--- src/rtl/dma_copy.sv ---
// dma_copy: single-channel memory-to-memory DMA copy engine.
// The CPU programs SRC/DST/LEN/CTRL through the responder port. The master port
// then copies LEN words (read SRC, write DST) and sets done, with an optional IRQ.
// Optional feature: define DMA_TIMEOUT_EN to abort a beat whose grant takes
// TIMEOUT_CYCLES cycles. The abort sets err and done.
`timescale 1ns/1ps
module dma_copy #(
  parameter int LEN_W          = 16,
  parameter int TIMEOUT_CYCLES = 256
) (
  input  logic        i_CLK,
  input  logic        i_RST,
  input  logic        i_CE,
  input  logic        i_WE,
  input  logic        i_RE,
  input  logic [31:0] i_ADDR,
  input  logic [31:0] i_WDATA,
  input  logic        i_REQ,
  output logic [31:0] o_RDATA,
  output logic        o_GNT,
  output logic        o_M_REQ,
  output logic        o_M_WE,
  output logic        o_M_RE,
  output logic [31:0] o_M_ADDR,
  output logic [31:0] o_M_WDATA,
  input  logic [31:0] i_M_RDATA,
  input  logic        i_M_GNT,
  output logic        o_IRQ
);

  typedef enum logic [2:0] {
    S_IDLE = 3'd0,
    S_RD   = 3'd1,
    S_RGAP = 3'd2,
    S_WR   = 3'd3,
    S_WGAP = 3'd4
  } state_t;

  localparam logic [31:0] ADDR_SRC  = 32'h0000_0000;
  localparam logic [31:0] ADDR_DST  = 32'h0000_0004;
  localparam logic [31:0] ADDR_LEN  = 32'h0000_0008;
  localparam logic [31:0] ADDR_CTRL = 32'h0000_000C;
  localparam logic [31:0] ADDR_STAT = 32'h0000_0010;

  state_t           r_state, w_nxt_state;
  logic [31:0]      r_src, r_dst, r_sa, r_da, r_buf;
  logic [LEN_W-1:0] r_len, r_cnt;
  logic             r_irq_en, r_done, r_err;
  logic [31:0]      r_rdata;
  logic             r_gnt;
  logic             r_m_req, r_m_we, r_m_re;
  logic [31:0]      r_m_addr, r_m_wdata;

  logic             w_wr, w_rd, w_busy, w_start;
  logic             w_m_req_d, w_m_we_d, w_m_re_d;
  logic [31:0]      w_m_addr_d, w_m_wdata_d, w_rdata_d;
  logic             w_load, w_cap, w_adv, w_set_done, w_set_err, w_tmo_hit;

  assign w_wr    = i_WE & i_REQ & i_CE;
  assign w_rd    = i_RE & i_REQ & i_CE;
  assign w_busy  = (r_state != S_IDLE);
  assign w_start = w_wr & (i_ADDR == ADDR_CTRL) & i_WDATA[0] & ~w_busy;

`ifdef DMA_TIMEOUT_EN
  localparam int TMO_W = $clog2(TIMEOUT_CYCLES + 1);
  logic [TMO_W-1:0] r_tmo;
  assign w_tmo_hit = (r_tmo == TMO_W'(TIMEOUT_CYCLES - 1));

  // Grant-wait counter: counts cycles spent in the current RD/WR beat, restarts on every new beat
  always_ff @(posedge i_CLK) begin
    if (i_RST) begin
      r_tmo <= {TMO_W{1'b0}};
    end else if (((r_state == S_RD) || (r_state == S_WR)) && (w_nxt_state == r_state)) begin
      r_tmo <= r_tmo + TMO_W'(1);
    end else begin
      r_tmo <= {TMO_W{1'b0}};
    end
  end
`else
  assign w_tmo_hit = 1'b0;
`endif

  // Responder read mux, decoded on the register offset
  always_comb begin
    w_rdata_d = 32'd0;
    case (i_ADDR)
      ADDR_SRC:  w_rdata_d = r_src;
      ADDR_DST:  w_rdata_d = r_dst;
      ADDR_LEN:  w_rdata_d = {{(32-LEN_W){1'b0}}, r_len};
      ADDR_CTRL: w_rdata_d = {30'd0, r_irq_en, 1'b0};
      ADDR_STAT: w_rdata_d = {29'd0, r_err, r_done, w_busy};
      default:   w_rdata_d = 32'd0;
    endcase
  end

  // Next-state and next master-bus values; outputs are registered from these so they change only on edges
  always_comb begin
    w_nxt_state = r_state;
    w_m_req_d   = 1'b0;
    w_m_we_d    = 1'b0;
    w_m_re_d    = 1'b0;
    w_m_addr_d  = r_m_addr;
    w_m_wdata_d = r_m_wdata;
    w_load      = 1'b0;
    w_cap       = 1'b0;
    w_adv       = 1'b0;
    w_set_done  = 1'b0;
    w_set_err   = 1'b0;
    case (r_state)
      S_IDLE: begin
        if (w_start) begin
          if (r_len == {LEN_W{1'b0}}) begin
            w_set_done = 1'b1;
          end else begin
            w_load      = 1'b1;
            w_nxt_state = S_RD;
            w_m_req_d   = 1'b1;
            w_m_re_d    = 1'b1;
            w_m_addr_d  = r_src;
          end
        end else begin
          w_nxt_state = S_IDLE;
        end
      end
      S_RD: begin
        if (i_M_GNT) begin
          w_cap       = 1'b1;
          w_nxt_state = S_RGAP;
        end else if (w_tmo_hit) begin
          w_set_done  = 1'b1;
          w_set_err   = 1'b1;
          w_nxt_state = S_IDLE;
        end else begin
          w_m_req_d = 1'b1;
          w_m_re_d  = 1'b1;
        end
      end
      S_RGAP: begin
        w_nxt_state = S_WR;
        w_m_req_d   = 1'b1;
        w_m_we_d    = 1'b1;
        w_m_addr_d  = r_da;
        w_m_wdata_d = r_buf;
      end
      S_WR: begin
        if (i_M_GNT) begin
          w_adv       = 1'b1;
          w_nxt_state = S_WGAP;
        end else if (w_tmo_hit) begin
          w_set_done  = 1'b1;
          w_set_err   = 1'b1;
          w_nxt_state = S_IDLE;
        end else begin
          w_m_req_d = 1'b1;
          w_m_we_d  = 1'b1;
        end
      end
      S_WGAP: begin
        if (r_cnt == {LEN_W{1'b0}}) begin
          w_set_done  = 1'b1;
          w_nxt_state = S_IDLE;
        end else begin
          w_nxt_state = S_RD;
          w_m_req_d   = 1'b1;
          w_m_re_d    = 1'b1;
          w_m_addr_d  = r_sa;
        end
      end
      default: w_nxt_state = S_IDLE;
    endcase
  end

  // FSM state register
  always_ff @(posedge i_CLK) begin
    if (i_RST) r_state <= S_IDLE;
    else       r_state <= w_nxt_state;
  end

  // Transfer datapath and registered master outputs; working addresses wrap modulo 2^32
  always_ff @(posedge i_CLK) begin
    if (i_RST) begin
      r_cnt     <= {LEN_W{1'b0}};
      r_sa      <= 32'd0;
      r_da      <= 32'd0;
      r_buf     <= 32'd0;
      r_m_req   <= 1'b0;
      r_m_we    <= 1'b0;
      r_m_re    <= 1'b0;
      r_m_addr  <= 32'd0;
      r_m_wdata <= 32'd0;
    end else begin
      r_m_req   <= w_m_req_d;
      r_m_we    <= w_m_we_d;
      r_m_re    <= w_m_re_d;
      r_m_addr  <= w_m_addr_d;
      r_m_wdata <= w_m_wdata_d;
      if (w_load) begin
        r_cnt <= r_len;
        r_sa  <= r_src;
        r_da  <= r_dst;
      end else if (w_adv) begin
        r_cnt <= r_cnt - LEN_W'(1);
        r_sa  <= r_sa + 32'd4;
        r_da  <= r_da + 32'd4;
      end
      if (w_cap) r_buf <= i_M_RDATA;
    end
  end

  // Programming registers and status; a done/err set wins over a same-cycle clear
  always_ff @(posedge i_CLK) begin
    if (i_RST) begin
      r_src    <= 32'd0;
      r_dst    <= 32'd0;
      r_len    <= {LEN_W{1'b0}};
      r_irq_en <= 1'b0;
      r_done   <= 1'b0;
      r_err    <= 1'b0;
    end else begin
      if (w_wr && !w_busy && (i_ADDR == ADDR_SRC)) r_src <= {i_WDATA[31:2], 2'b00};
      if (w_wr && !w_busy && (i_ADDR == ADDR_DST)) r_dst <= {i_WDATA[31:2], 2'b00};
      if (w_wr && !w_busy && (i_ADDR == ADDR_LEN)) r_len <= i_WDATA[LEN_W-1:0];
      if (w_wr && (i_ADDR == ADDR_CTRL))           r_irq_en <= i_WDATA[1];
      if (w_set_done)                                              r_done <= 1'b1;
      else if (w_wr && (i_ADDR == ADDR_STAT) && i_WDATA[1])        r_done <= 1'b0;
      if (w_set_err)                                               r_err <= 1'b1;
      else if (w_wr && (i_ADDR == ADDR_STAT) && i_WDATA[2])        r_err <= 1'b0;
    end
  end

  // Responder grant and read data, one cycle after the request
  always_ff @(posedge i_CLK) begin
    if (i_RST) begin
      r_gnt   <= 1'b0;
      r_rdata <= 32'd0;
    end else begin
      r_gnt   <= i_REQ & i_CE;
      r_rdata <= w_rd ? w_rdata_d : 32'd0;
    end
  end

  assign o_RDATA   = r_rdata;
  assign o_GNT     = r_gnt;
  assign o_M_REQ   = r_m_req;
  assign o_M_WE    = r_m_we;
  assign o_M_RE    = r_m_re;
  assign o_M_ADDR  = r_m_addr;
  assign o_M_WDATA = r_m_wdata;
  assign o_IRQ     = r_done & r_irq_en;

endmodule

--- config.mk ---
export PLATFORM = sky130hd
export DESIGN_NAME = dma_copy
export DESIGN_NICKNAME = d
export VERILOG_FILES = /design/src/rtl/dma_copy.sv
export SDC_FILE = /design/constraint.sdc
export NUM_CORES = 1
export LEC_CHECK = 0
export ABC_AREA = 1
export BUFFER_PORTS_ARGS = -buffer_cell sky130_fd_sc_hd__buf_2
export CORE_ASPECT_RATIO = 0.9
export CORE_MARGIN = 1.5
export CORE_UTILIZATION = 52
export DETAILED_ROUTE_END_ITERATION = 10
export GPL_TIMING_DRIVEN = 0
export PLACE_DENSITY_LB_ADDON = 0.08
export SYNTH_ARGS = -nofsm -noshare
export SYNTH_HDL_FRONTEND = slang
export SYNTH_SLANG_ARGS = --single-unit
--- constraint.sdc ---
create_clock -name i_CLK -period 1.88 [get_ports i_CLK]
set_clock_uncertainty 0.2 [all_clocks]
set_input_delay 0.376 -clock i_CLK [delete_from_list [all_inputs] [get_ports i_CLK]]
set_output_delay 0.376 -clock i_CLK [all_outputs]
set_load 0.05 [all_outputs]
* Yosys cells after proc, flatten, opt, wreduce, memory -nomap -nowiden
Cells that the tools add are included.
** Word-level totals
- Register bits after elaboration :: 293
- Bits of input ports :: 103
- Output and inout port bits :: 101
- Word-level logic and storage cells :: 99
** Operators by class
- Add/sub/neg operators :: 3
- Equal/unequal tests :: 14
- Mux-type cells :: 34
- Bitwise gates (word level) :: 11
- Reductions and logical operators :: 20
** Operator list (number)
- two-way mux 32 bit :: 7
- one-hot mux 32 bit (5 select lines) :: 1
- one-hot mux 32 bit (3 select lines) :: 1
- adder 32 x 3 -> 32 bit (second input constant) :: 2
- equality test 32 x 4 -> 1 bit (second input constant) :: 2
- equality test 32 x 3 -> 1 bit (second input constant) :: 1
- equality test 32 x 5 -> 1 bit (second input constant) :: 1
- logical NOT 16 bit :: 2
- logical NOT 32 bit :: 1
- two-way mux 16 bit :: 2
- subtractor 16 x 1 -> 16 bit (second input constant) :: 1
- one-hot mux 3 bit (5 select lines) :: 1
- two-way mux 1 bit :: 14
- two-way mux 3 bit :: 4
- != test 2 bit (second input constant) :: 5
- bitwise AND 1 bit :: 9
- logical AND 1 bit :: 7
- equality test 3 x 2 -> 1 bit (second input constant) :: 2
- nonzero test 3 bit :: 2
- one-hot mux 1 bit (2 select lines) :: 2
- one-hot mux 1 bit (4 select lines) :: 1
- AND reduction 4 bit :: 1
- nonzero test 2 bit :: 2
- OR reduction 2 bit :: 2
- other kinds (8) :: 9

* Longest topological paths before layout
- Depth in word-level cells :: 8
- Depth in mapped cells :: 12
- Depth with buffers taken out :: 11

* Worst setup path before layout
Ideal clock, no wire load.
- Kind :: input -> register
- Start :: in i_ADDR[15]
- End :: reg r_src[21]
- Library setup time :: 0.116 ns
- Arrival time :: 1.608 ns
- Path slack :: -0.044 ns
- Cell stages on the path :: 11
- Buffers on the path :: 1
- Cells stage by stage :: nor2_1 nand2_1 nor2_2 inv_2 nor3_4 nand2_2 clkinv_2 nand2_4 buf_2 o21ai_0 nor2_1
** On the way
- Cells in the longest elaborated chain, start to end :: 2
** Ends and longest elaborated chain
- start, declared :: line 16 : input logic [31:0] i_ADDR,
- logical NOT 32 bit :: line 220 : if (w_wr && !w_busy && (i_ADDR == ADDR_SRC)) r_src <= {i_WDATA[31:2], 2'b00};
- logical AND 1 bit :: line 220
- end signal, assigned :: line 220
- end, declared :: line 46 : logic [31:0] r_src, r_dst, r_sa, r_da, r_buf;
No other way between the ends.
A chain may end at the register's enable or synchronous reset.

* Worst setup path in the final report
- Start :: reg r_cnt[11]
- End :: reg r_state[0]
** On the way
- Cells in the longest elaborated chain, start to end :: 3
** Ends and longest elaborated chain
- start, declared :: line 47 : logic [LEN_W-1:0] r_len, r_cnt;
- start signal, assigned :: line 182 : r_cnt <= {LEN_W{1'b0}};
- start signal, assigned :: line 198 : r_cnt <= r_len;
- start signal, assigned :: line 202 : r_cnt <= r_cnt - LEN_W'(1);
- logical NOT 16 bit :: line 159 : if (r_cnt == {LEN_W{1'b0}}) begin
- two-way mux 1 bit :: line 159
- one-hot mux 3 bit (5 select lines) :: line 109 : case (r_state)
- end signal, assigned :: line 176 : else r_state <= w_nxt_state;
- end, declared :: line 45 : state_t r_state, w_nxt_state;
No other way between the ends.

==> impl_metrics.py <==
metrics = {
    "run_status": {
        "status": "finished, violations left",
        "violations": "negative setup slack",
    },
    "synth": {
        "synthDominantAreaCellType": "dfxtp_1",
        "synth_top_family_by_area": "simple AND/OR/NAND/NOR gates",
        "yosys_warnings": 0,
        "avgSynthCellArea_um2": 6.75,
        "synthesis.area_um2": 13400,
        "async_flop_share_pct": 0,
        "ys_seq_area_share_pct": 42.9,
        "ys.flop_type": "dfxtp_1",
        "synth_edf_count": 0,
        "ys_ff_latch": 288,
        "synthSimpleGateAreaFrac_pct": 26.3,
        "synth-compound-area-share_pct": 20.7,
        "synth.area.top_cells": "dfxtp_1 43%, a21oi_1 13%, nor2_1 10%",
        "synth_xor_area_share_pct": 1.04,
        "yosysUniqueCellTypes": 37,
        "syn_inst": 1990,
        "synthMuxAreaShare_pct": 0,
        "synth.top_cell.area_share_pct": 42.9,
        "synth_fa_ha_area_share_pct": 0.279,
        "synth_nets": 2096,
    },
    "drt": {
        "drt_iter0_markers": 1749,
        "wire_per_inst_um": 20.9,
        "via_per_inst": 5.90,
        "postRouteAntennaNets": 0,
        "vias": 16300,
        "routed_wl_um": 57700,
        "drt-pass1-iter-count": 8,
        "drc": 0,
    },
    "sta": {
        "clock.fmax_ghz": 0.443,
        "min_period_ns": 2.26,
        "final.setup.worst_slack_ns": -0.376,
        "worst_slew_pin_slew_ns": 0.856,
        "fin_crit_sh_pct": 120,
        "finalSetupViolCount": 121,
        "hold_viol": 0,
        "rsz0062_at_grt": "true",
        "final_max_slew_viol_count": 0,
        "relSlewSlack_pct": 42.9,
    },
    "cells_and_area": {
        "areaGrowthSynthToFinish_pct": 47.7,
        "finish.utilization_pct": 78.6,
        "finalNetCount": 2497,
        "layout-drive-gt1-share_pct": 33.2,
        "fin_area_um2": 19800,
        "fill_cells": 1799,
        "diodes": 0,
    },
    "cts": {
        "htreeDepth": 1,
        "cts_buffer_depth": 3,
        "tritoncts": "yes",
        "clkLatencyLatePin_ns": 0.60,
        "clock_sinks": 288,
        "cts_root_buf": "clkbuf_16",
        "cts.clk_slew.worst_paths_ns": 0.06,
        "numCtsBuffers": 31,
    },
    "setup_path": {
        "cp_top_family": "simple AND/OR/NAND/NOR gates",
        "slowest_delay_ns": 0.37,
        "endpoint_kind": "flip-flop",
        "cp-start-kind": "flip-flop",
        "worstPathArrival_ns": 2.50,
        "cp_max_fo": 7,
        "path_buf_inv": 0,
        "required_ns": 2.12,
        "reg2reg_slack_ns": -0.38,
        "crit_type": "reg -> reg",
        "crit_chain": "or2_2, nor3_2, nand3_2, nand2_4, nand3_4, and2_4, nor2_4, nor2_1",
        "critical-path-slowest-cell": "dfxtp_1",
    },
    "floorplanning": {
        "die_y_um": 156,
        "die_area_um2": 26800,
        "row_count": 55,
        "io_pins": 204,
        "coreArea_um2": 25300,
        "floorplan.initialDensity_pct": 53.2,
        "die_w_um": 172,
    },
    "grt": {
        "grt-ovfl-total": 0,
        "grt_max_degree": 17,
        "first_global_vias": 14700,
        "antenna_found_initial": 0,
        "grt_pass1_wl_um": 81800,
        "globalRouteTotalUtil_pct": 40.0,
    },
    "placed_design": {
        "place_ws_ns": -0.847,
        "io_buffers": 202,
        "gp_congestion": 1.03,
        "dpl_cell_area_um2": 15000,
        "hpwl_um": 37400,
    },
    "job": {
        "cap_violations": 0,
    },
    "worst_hold_path": {
        "hold_path.class": "in -> reg",
    },
    "pwr": {
        "power_per_cell_area_nw_per_um2": 651,
        "ir_drop_mv": 0.696,
        "p_leak_nw": 7.37,
    },
}
==> layout make-up <==
class | count | area (um2) | area share, %
Buffer | 113 | 888 | 4.48
Clock buffer | 44 | 875 | 4.41
Clock inverter | 12 | 164 | 0.826
Inverter | 175 | 698 | 3.52
Multi-Input combinational cell | 1412 | 8030 | 40.4
Sequential cell | 288 | 5860 | 29.5
Tap cell | 342 | 428 | 2.16
Timing Repair Buffer | 370 | 2910 | 14.7
==> placed cells by master (no fill, tap or decap), drive strengths merged <==
master / instances
nor2: 362
buf: 353
a21oi: 337
nand2: 304
dfxtp: 288
inv: 173
o21ai: 148
nand3: 148
clkbuf: 106
dlygate4sd3: 68
o22ai: 33
nor3: 20
nand4: 14
xor2: 11
clkinv: 9
a221oi: 8
a31oi: 6
xnor2: 5
a22o: 3
ha: 3
bufinv: 3
clkinvlp: 2
nand3b: 2
or2: 2
and3b: 1
o211a: 1
o21a: 1
nor3b: 1
and2: 1
nor4: 1
==> cells by family after synthesis <==
logic type,after synthesis
DFF,288
xor gates and xnor gates,16
buffers and inverters,291
AOI/OAI and AO/OA,537
adders and majority gates,3
and+or+nand+nor,855
==> final timing paths <==
path / depth (start not counted) / endpoint / from
worst max register to register: 8 / r_state[0]$_SDFFE_PP0P_ / r_cnt[11]$_SDFFE_PP0P_
worst min register to register: 2 / o_M_WDATA[24]$_SDFFE_PP0N_ / r_buf[24]$_SDFFE_PP0P_
worst min-delay path: 5 / o_RDATA[5]$_SDFF_PP0_ / i_REQ
worst max-delay path: 8 / r_state[0]$_SDFFE_PP0P_ / r_cnt[11]$_SDFFE_PP0P_
==> repair_timing <==
action | 4_1_cts | 5_1_grt
setup endpoints to repair | 270 | 277
gates resized for setup | 329 | 339
gates cloned | 15 | 10
hold buffers | 68 | 0
pin swaps | 36 | 94
buffers inserted | 56 | 27
hold endpoints to repair | 112 | 0
==> per-layer routing <==
layer / vias to the layer above / global-route usage (%) / wire length, um
li1: 7411 / - / -
met1: 7539 / 52.5 / 21500
met2: 1047 / 63.0 / 25400
met3: 271 / 9.69 / 7330
met4: 0 / 16.3 / 3500
met5: - / 0 / 0
==> cell usage after synthesis (6+ instances only) <==
cell and instances:
inv_1 169, dfxtp_1 288, nor3_1 16, nand3_1 147, nand4_1 14, buf_6 6
a31oi_1 6, xor2_1 11, clkbuf_1 69, a21oi_1 337, buf_1 13, nor2_1 358
a221oi_1 8, o22ai_1 33, o21ai_1 27, nand2_1 300, o21ai_0 121, buf_2 26
==> registers in the layout, indices dropped and copies added (netlist names), 3 cells and up <==
name and flops:
r_da 30, r_len 16, o_RDATA 32, o_M_WDATA 32, r_src 30, r_buf 32
r_cnt 16, r_dst 30, o_M_ADDR 31, r_sa 30, r_state 3
==> worst reg2reg max path, stage by stage (launching register included) <==
cell and delay, ns:
dfxtp_1 0.37, or2_2 0.33, nor3_2 0.22, nand3_2 0.15, nand2_4 0.16, nand3_4 0.27
and2_4 0.29, nor2_4 0.08, nor2_1 0.05
==> where the power goes <==
part | internal (mW) | switching, mW
Sequential | 6.08 | 0.000265
Clock | 3.66 | 2.69
Combinational | 0.220 | 0.269
==> stage by stage <==
stage	total power [mW]	TNS (ns)	hold WS, ns	std cells
floorplan	6.38	-0.329	0.237	1990
global placement	6.57	-156.95	0.242	2534
detailed placement	6.57	-163.39	0.249	2534
CTS	12.8	-11.90	0.0757	2729
global route	13.2	-29.55	0.141	2756
finish	12.9	-20.78	0.103	2756
No activity file was read; power rests on OpenSTA's default activity.
